### config.mk
export PLATFORM = sky130hd
export DESIGN_NAME = seq_deserializer_flat
export DESIGN_NICKNAME = d
export VERILOG_FILES = /design/src/rtl/seq_deserializer_if.sv /design/src/rtl/seq_deserializer.sv /design/src/flat_wrapper.sv
export SDC_FILE = /design/constraint.sdc
export NUM_CORES = 1
export LEC_CHECK = 0
export BUFFER_PORTS_ARGS = -buffer_cell sky130_fd_sc_hd__buf_2
export CAP_MARGIN = 20
export CORE_AREA = 2 2 107 109
export CTS_CLUSTER_DIAMETER = 200
export DETAILED_ROUTE_END_ITERATION = 7
export DIE_AREA = 0 0 109 111
export GPL_TIMING_DRIVEN = 0
export PLACE_DENSITY_LB_ADDON = 0.25
export RECOVER_POWER = 100
export SYNTH_ARGS = -nofsm -noshare
export SYNTH_HDL_FRONTEND = slang
export SYNTH_SLANG_ARGS = --single-unit
### constraint.sdc
create_clock -name clk -period 5.4 [get_ports clk]
set_input_delay 1.08 -clock clk [delete_from_list [all_inputs] [get_ports clk]]
set_output_delay 1.08 -clock clk [all_outputs]
set_load 0.005 [all_outputs]
### src/rtl/seq_deserializer_if.sv
// Bus bundle for seq_deserializer: two serial input lanes with shared framing,
// plus the parallel word-pair valid/ready output and status flags.
interface seq_deserializer_if #(
  parameter int WIDTH = 32
);
  logic             start;
  logic             bit_valid;
  logic             in_bit1;
  logic             in_bit2;
  logic             out_ready;
  logic [WIDTH-1:0] out1;
  logic [WIDTH-1:0] out2;
  logic             out_valid;
  logic             busy;
  logic             overrun;
  logic [1:0]       parity_err;

  modport slave (
    input  start, bit_valid, in_bit1, in_bit2, out_ready,
    output out1, out2, out_valid, busy, overrun, parity_err
  );

  modport master (
    output start, bit_valid, in_bit1, in_bit2, out_ready,
    input  out1, out2, out_valid, busy, overrun, parity_err
  );
endinterface

### src/rtl/seq_deserializer.sv
// Dual-lane serial-to-parallel receiver with valid/ready word-pair output.
// Optional per-lane even-parity bit enabled by defining SEQ_DESER_PARITY_EN.
module seq_deserializer #(
  parameter int WIDTH     = 32,
  parameter bit MSB_FIRST = 1'b1
) (
  input  logic              clk,
  input  logic              reset,
  seq_deserializer_if.slave bus
);

  localparam int               CNT_W     = $clog2(WIDTH + 1);
  localparam logic [CNT_W-1:0] LAST_DATA = CNT_W'(WIDTH - 1);
  localparam logic [CNT_W-1:0] CNT_ONE   = CNT_W'(1);

  typedef enum logic [1:0] {
    IDLE  = 2'd0,
    SHIFT = 2'd1,
    HOLD  = 2'd2
  } state_e;

  state_e           state_q, state_d;
  logic [CNT_W-1:0] cnt_q, cnt_d;
  logic [WIDTH-1:0] sh1_q, sh1_d, sh2_q, sh2_d;
  logic [WIDTH-1:0] out1_q, out1_d, out2_q, out2_d;
  logic             overrun_q, overrun_d;
  logic [WIDTH-1:0] sh1_nx, sh2_nx;
`ifdef SEQ_DESER_PARITY_EN
  localparam logic [CNT_W-1:0] PARITY_POS = CNT_W'(WIDTH);
  logic [1:0]       perr_q, perr_d;
`endif

  // Shift registers with the current lane bits folded in at the entry end.
  always_comb begin
    if (MSB_FIRST) begin
      sh1_nx = {sh1_q[WIDTH-2:0], bus.in_bit1};
      sh2_nx = {sh2_q[WIDTH-2:0], bus.in_bit2};
    end else begin
      sh1_nx = {bus.in_bit1, sh1_q[WIDTH-1:1]};
      sh2_nx = {bus.in_bit2, sh2_q[WIDTH-1:1]};
    end
  end

  always_comb begin
    // NOTE: every _d gets a hold default before the case so no path leaves
    // a combinational output unassigned, which would infer a latch.
    state_d   = state_q;
    cnt_d     = cnt_q;
    sh1_d     = sh1_q;
    sh2_d     = sh2_q;
    out1_d    = out1_q;
    out2_d    = out2_q;
    overrun_d = overrun_q;
`ifdef SEQ_DESER_PARITY_EN
    perr_d    = perr_q;
`endif

    unique case (state_q)
      IDLE: begin
        if (bus.start) begin
          state_d   = SHIFT;
          cnt_d     = '0;
          sh1_d     = '0;
          sh2_d     = '0;
          overrun_d = 1'b0;
        end
      end

      SHIFT: begin
        if (bus.start) begin
          // Restart wins over any bit presented in the same cycle.
          cnt_d     = '0;
          sh1_d     = '0;
          sh2_d     = '0;
          overrun_d = 1'b0;
        end else if (bus.bit_valid) begin
`ifdef SEQ_DESER_PARITY_EN
          if (cnt_q == PARITY_POS) begin
            state_d = HOLD;
            cnt_d   = '0;
            out1_d  = sh1_q;
            out2_d  = sh2_q;
            perr_d  = {(^sh2_q) ^ bus.in_bit2, (^sh1_q) ^ bus.in_bit1};
          end else begin
            sh1_d = sh1_nx;
            sh2_d = sh2_nx;
            cnt_d = cnt_q + CNT_ONE;
          end
`else
          sh1_d = sh1_nx;
          sh2_d = sh2_nx;
          if (cnt_q == LAST_DATA) begin
            state_d = HOLD;
            cnt_d   = '0;
            out1_d  = sh1_nx;
            out2_d  = sh2_nx;
          end else begin
            cnt_d = cnt_q + CNT_ONE;
          end
`endif
        end
      end

      HOLD: begin
        if (bus.bit_valid) begin
          overrun_d = 1'b1;
        end
        if (bus.out_ready) begin
          if (bus.start) begin
            state_d   = SHIFT;
            cnt_d     = '0;
            sh1_d     = '0;
            sh2_d     = '0;
            overrun_d = 1'b0;
          end else begin
            state_d = IDLE;
          end
        end
      end

      default: state_d = IDLE;
    endcase
  end

  // NOTE: state registers use non-blocking assignments so every flop samples
  // pre-edge values regardless of statement order.
  always_ff @(posedge clk or negedge reset) begin
    if (!reset) begin
      state_q   <= IDLE;
      cnt_q     <= '0;
      sh1_q     <= '0;
      sh2_q     <= '0;
      out1_q    <= '0;
      out2_q    <= '0;
      overrun_q <= 1'b0;
    end else begin
      state_q   <= state_d;
      cnt_q     <= cnt_d;
      sh1_q     <= sh1_d;
      sh2_q     <= sh2_d;
      out1_q    <= out1_d;
      out2_q    <= out2_d;
      overrun_q <= overrun_d;
    end
  end

`ifdef SEQ_DESER_PARITY_EN
  always_ff @(posedge clk or negedge reset) begin
    if (!reset) begin
      perr_q <= 2'b00;
    end else begin
      perr_q <= perr_d;
    end
  end
  assign bus.parity_err = perr_q;
`else
  assign bus.parity_err = 2'b00;
`endif

  assign bus.out1      = out1_q;
  assign bus.out2      = out2_q;
  assign bus.out_valid = (state_q == HOLD);
  assign bus.busy      = (state_q == SHIFT);
  assign bus.overrun   = overrun_q;

endmodule

### src/flat_wrapper.sv
// flat-port wrapper written by rule: the top's interface ports become plain ports
module seq_deserializer_flat 
#(
  parameter int WIDTH     = 32,
  parameter bit MSB_FIRST = 1'b1
)
  (clk, reset, bus_start, bus_bit_valid, bus_in_bit1, bus_in_bit2, bus_out_ready, bus_out1, bus_out2, bus_out_valid, bus_busy, bus_overrun, bus_parity_err);
  seq_deserializer_if #(.WIDTH(WIDTH)) bus_i ();
  input  logic clk;
  input  logic reset;
  input wire logic [$bits(bus_i.start)-1:0] bus_start;
  input wire logic [$bits(bus_i.bit_valid)-1:0] bus_bit_valid;
  input wire logic [$bits(bus_i.in_bit1)-1:0] bus_in_bit1;
  input wire logic [$bits(bus_i.in_bit2)-1:0] bus_in_bit2;
  input wire logic [$bits(bus_i.out_ready)-1:0] bus_out_ready;
  output wire logic [$bits(bus_i.out1)-1:0] bus_out1;
  output wire logic [$bits(bus_i.out2)-1:0] bus_out2;
  output wire logic [$bits(bus_i.out_valid)-1:0] bus_out_valid;
  output wire logic [$bits(bus_i.busy)-1:0] bus_busy;
  output wire logic [$bits(bus_i.overrun)-1:0] bus_overrun;
  output wire logic [$bits(bus_i.parity_err)-1:0] bus_parity_err;
  assign bus_i.start = bus_start;
  assign bus_i.bit_valid = bus_bit_valid;
  assign bus_i.in_bit1 = bus_in_bit1;
  assign bus_i.in_bit2 = bus_in_bit2;
  assign bus_i.out_ready = bus_out_ready;
  assign bus_out1 = bus_i.out1;
  assign bus_out2 = bus_i.out2;
  assign bus_out_valid = bus_i.out_valid;
  assign bus_busy = bus_i.busy;
  assign bus_overrun = bus_i.overrun;
  assign bus_parity_err = bus_i.parity_err;
  seq_deserializer #(.WIDTH(WIDTH), .MSB_FIRST(MSB_FIRST)) u_core (.clk(clk), .reset(reset), .bus(bus_i));
endmodule
# [After elaboration in Yosys (flattened, before gate mapping)]
# Index checks and enable logic that the tools add are counted.
[totals] ram_bits=0 memories=0 output_inout_bits=69 rom_bits=0 word_cells=55 regBits=137 inputBits=7 latch_bits=0
[classes] bitwise_logic=1 reduce_logical=8 multipliers=0 mux=28 n_div=0 addsub=1 n_eq_ne=10 magnitude_cmp=0 n_shift=0
[ops] cell="two-way mux 32 bit" count=8
[ops] cell="one-hot mux 32 bit (3 select lines)" count=2
[ops] cell="two-way mux 6 bit" count=5
[ops] cell="one-hot mux 6 bit (3 select lines)" count=1
[ops] cell="two-way mux 2 bit" count=5
[ops] cell="!= test 2 bit (second input constant)" count=4
[ops] cell="adder 6 x 1 -> 6 bit (second input constant)" count=1
[ops] cell="== test 6 x 5 -> 1 bit (second input constant)" count=1
[ops] cell="one-hot mux 2 bit (3 select lines)" count=1
[ops] cell="two-way mux 1 bit" count=5
[ops] cell="AND reduction 5 bit" count=1
[ops] cell="!= test 2 x 1 -> 1 bit (second input constant)" count=2
[ops] cell="AND reduction 4 bit" count=1
[ops] cell="!= test 3 bit (second input constant)" count=1
[ops] cell="AND reduction 3 bit" count=1
[ops] cell="nonzero test 3 bit" count=1
[ops] cell="== test 2 x 1 -> 1 bit (second input constant)" count=1
[ops] cell="== test 2 bit (second input constant)" count=1
[ops] cell="logical NOT 2 bit" count=1
[ops] cell="one-hot mux 1 bit (2 select lines)" count=1
[ops] cell="AND reduction 2 bit" count=1
[ops] cell="nonzero test 2 bit" count=1
[ops] cell="OR reduction 2 bit" count=1
[ops] cell="inverter 1 bit" count=1

# [Depth between registers and ports, before layout]
[logic_depth] depth_word=5 mapped_depth=7 depth_no_buf=5

# [Worst setup path after synthesis]
# No wires, ideal clock.
[synth_path] path_kind="input port to flip-flop" start="in bus_start" end="reg u_core.out1_q[13], in the netlist u_core.bus.out1[13]" arrival_time_ns=2.169 setup_slack_ns=3.106 setup_ns=0.125 path_buffers=2 path_stages=5 t_required_ns=5.275 path_cell_list="nor3b_4 and3_2 buf_8 buf_12 mux2_4"
[synth_between] elab_chain_cells=2
[synth_rtl] element="start: declaration" line="flat_wrapper.sv:11" source="input wire logic [$bits(bus_i.start)-1:0] bus_start;"
[synth_rtl] element="inverter 1 bit (no source line)"
[synth_rtl] element="AND reduction 4 bit (no source line)"
[synth_rtl] element="end signal: assignment" line="seq_deserializer.sv:141" source="out1_q <= out1_d;"
[synth_rtl] element="end: declaration" line="seq_deserializer.sv:25" source="logic [WIDTH-1:0] out1_q, out1_d, out2_q, out2_d;"
# No other way between the ends.
# A chain may end at the register's enable or synchronous reset.

# [Final worst setup path]
[layout_path] start="in bus_start" end="reg u_core.out1_q[15], in the netlist u_core.bus.out1[15]"
# The elaborated chain is that of the path after synthesis.

==> impl_metrics.yaml <==
power:
  max-vdd-ir-drop_mv: 0.197
  fin_total_pwr_mw: 2.23
  p_leak_nw: 3.22
  powerDensity_mw_per_mm2: 332
detailed_routing:
  ant_nets: 0
  drtIter0Drc: 239
  first_pass_iters: 4
  via_per_inst: 5.34
  drc: 0
  wl_per_cell_um: 15.7
  dr_total_vias: 3828
  drt_wl_total_um: 11300
worst_setup_path:
  critPathBufInv: 3
  cp.arrival_ns: 3.72
  crit_start: "bus_start"
  criticalPathCategory: "input port to flip-flop"
  crit_fanout: 10
  rr_worst_depth: 5
  reg2reg_from: "u_core.state_q[1]"
  worstSetupEndpointType: "flip-flop"
  cp_slowest_cell: "nor3b_1"
  cp_num_cells: 6
  startpoint_type: "input port"
  critPathCapture: "u_core.bus.out1[15]"
  r2r_setup_slack_ns: 2.32
  slowest_delay_ns: 0.77
  cp_common_cell: "clkbuf_1"
  cp.required_ns: 5.69
  crit_chain: "clkbuf_1 > nor3b_1 > and3_2 > clkbuf_1 > clkbuf_1 > mux2_1"
  crit_family: "buffers and inverters"
  worst_r2r_endpoint: "u_core.bus.out1[15]"
yosys:
  ys_types: 36
  yosys.area.top_type: "dfrtp_1"
  syn_inst: 467
  synth_xor_xnor_area_share: 0
  yosys.area_share.simple: 0.0235
  synthMuxAreaShare: 0.155
  synth_top_area_frac: 0.572
  synth_area_mm2: 0.00590
  synth_area_per_cell_um2: 12.6
  synthAdderAreaFrac: 0.00212
  synth_compound_area_frac: 0.155
  synth_top_family_by_area: "compound AO/OA/AOI/OAI gates"
  ys_seq_elements: 135
  ys_seq_area_frac: 0.572
  yosysWarnings: 0
  netlist_top_cells_area: "dfrtp_1 (57%), mux2_4 (12%), o211ai_1 (8.4%), o21ai_1 (4.7%), inv_1 (4.2%)"
cells_and_area:
  antenna_cells: 0
  nFillCells: 935
  nets: 569
  fin_cells: 717
  layout_commonest_cell: "dfrtp_1"
  final_cell_mix: "dfrtp_1 (135), inv_1 (66), o211ai_1 (66)"
  drive_above_1_share: 0.179
  area_growth_pct: 13.7
hold_path:
  hp-class: "flip-flop to flip-flop"
  whs_path_depth: 1
  hp-start: "u_core.bus.out1[20]"
sta:
  setup_viol: 0
  max_freq_ghz: 0.291
  timing.final.crit_share: 0.636
  slew_headroom: -0.178
  clock_skew_ns: 0.00678
  finalSetupTns_ns: 0
  period_needed_ns: 3.43
  slew_violations: 31
  worst_slew_pin_slew_ns: 1.77
  rsz0062_at_grt: "no"
  hold_violations: 0
placed_design:
  portBuffers: 73
  dp_hpwl_um: 7490
  gp_congestion: 0.747
  dp_cells: 685
floorplanning:
  core-area_mm2: 0.0111
  die_h_um: 111
  top_level_ports: 76
  start_util: 0.533
  die_area_mm2: 0.0121
  rows: 39
  die_w_um: 109
cts:
  cts_resized: 0
  clk_pin_slew_ns: 0.06
  htree_levels: 4
  cts_hold_buffers: 0
  postCtsSetupBuffers: 0
  clockBufferDepth: 2
  clk_latency_ns: 0.41
  cts-buffers-inserted: 17
  cts_tree: "built"
  ctsRootBufferMaster: "clkbuf_16"
  cts.sinks: 135
status:
  status: "complete, but fails checks"
  violations: "max-capacitance violations, max-slew violations"
grt:
  grt-ovfl-total: 0
  track_usage: 0.207
  antenna_found_initial: 0
  grt_max_degree: 106
  use_met3: 0.0611
  use_met1: 0.288
  top_usage_layer: "met2"
  grt_pass1_vias: 3953
  use_met2: 0.312
  grt_pass1_wl_um: 19600
job:
  cap_viol_max_count: 1
[final cells by class]
cell class              count  area (um^2)  area share
repair buffers             74          364      0.0542
inverters                  66          248      0.0369
multi-input cells         230         1780       0.265
flip-flops and latches    135         3380       0.503
plain buffers              37          174      0.0259
clock inverters            10         93.8      0.0140
well taps                 143          179      0.0267
clock buffers              22          494      0.0736
[Yosys cell counts, drive strengths merged]
| cell | count |
|---|---|
| or2 | 1 |
| nand4 | 1 |
| or3 | 1 |
| a21boi | 1 |
| clkbuf | 14 |
| mux2i | 1 |
| dfrtp | 135 |
| a21o | 3 |
| nor2b | 2 |
| or3b | 1 |
| nor3b | 1 |
| nand3 | 4 |
| nor2 | 3 |
| conb | 1 |
| and3 | 1 |
| a32o | 1 |
| buf | 23 |
| o22ai | 1 |
| nand2b | 2 |
| a21oi | 1 |
| o211ai | 66 |
| mux2 | 64 |
| nor3 | 1 |
| nand2 | 3 |
| nor4 | 1 |
| and2 | 1 |
| o21ai | 66 |
| inv | 66 |
| ha | 1 |
[routing by layer]
| layer | part of all wire | up-vias |
|---|---|---|
| met2 | 0.48 | 87 |
| met5 | 0 | - |
| met4 | 0.013 | 0 |
| li1 | - | 1811 |
| met3 | 0.039 | 15 |
| met1 | 0.46 | 1915 |
[report_power, final]
part	switching (mW)	total (mW)	internal, mW	leakage, nW
sequential	0.00550	1.02	1.02	1.88
combinational	0.0598	0.0771	0.0174	1.07
clock	0.431	1.13	0.694	0.273
total	0.497	2.23	1.73	3.22
[metrics by stage]
| step | util | worst slack, ns | hold WS [ns] | cell area (um^2) |
|---|---|---|---|---|
| 6_report | 0.606 | 1.97 | 0.479 | 6710 |
| 5_1_grt | 0.606 | 1.79 | 0.499 | 6710 |
| 4_1_cts | 0.639 | 2.98 | 0.483 | 7070 |
| 3_5_place_dp | 0.586 | 2.76 | 0.470 | 6490 |
| 3_3_place_gp | 0.583 | 1.52 | 0.466 | 6450 |
| 2_1_floorplan | - | 3.11 | 0.464 | 5910 |
[worst min-delay path by stage]
stage | to | slack (ns)
finish | u_core.bus.out1[20] | 0.48
global route | u_core.bus.out1[20] | 0.50
CTS | u_core.bus.out1[8] | 0.48
detailed placement | u_core.bus.out1[8] | 0.47
global placement | u_core.bus.out1[6] | 0.47
floorplan | u_core.cnt_q[5] | 0.46
[state kept, by name, indices dropped and copies added (netlist names)]
signal and cells:
u_core.bus.out1 32, u_core.bus.out2 32, u_core.bus.overrun 1, u_core.cnt_q 6, u_core.sh1_q 31, u_core.sh2_q 31, u_core.state_q 2
[logic make-up (layout without fill, tap and decap cells)]
family,count (synthesis),after routing
AO/OA/AOI/OAI,139,139
flip-flops,135,135
buffers and inverters,103,209
multiplexers,65,65
AND/OR/NAND/NOR,23,23
adder cells (fa/ha/maj),1,1
other,1,2
(Power assumes the default switching activity.)
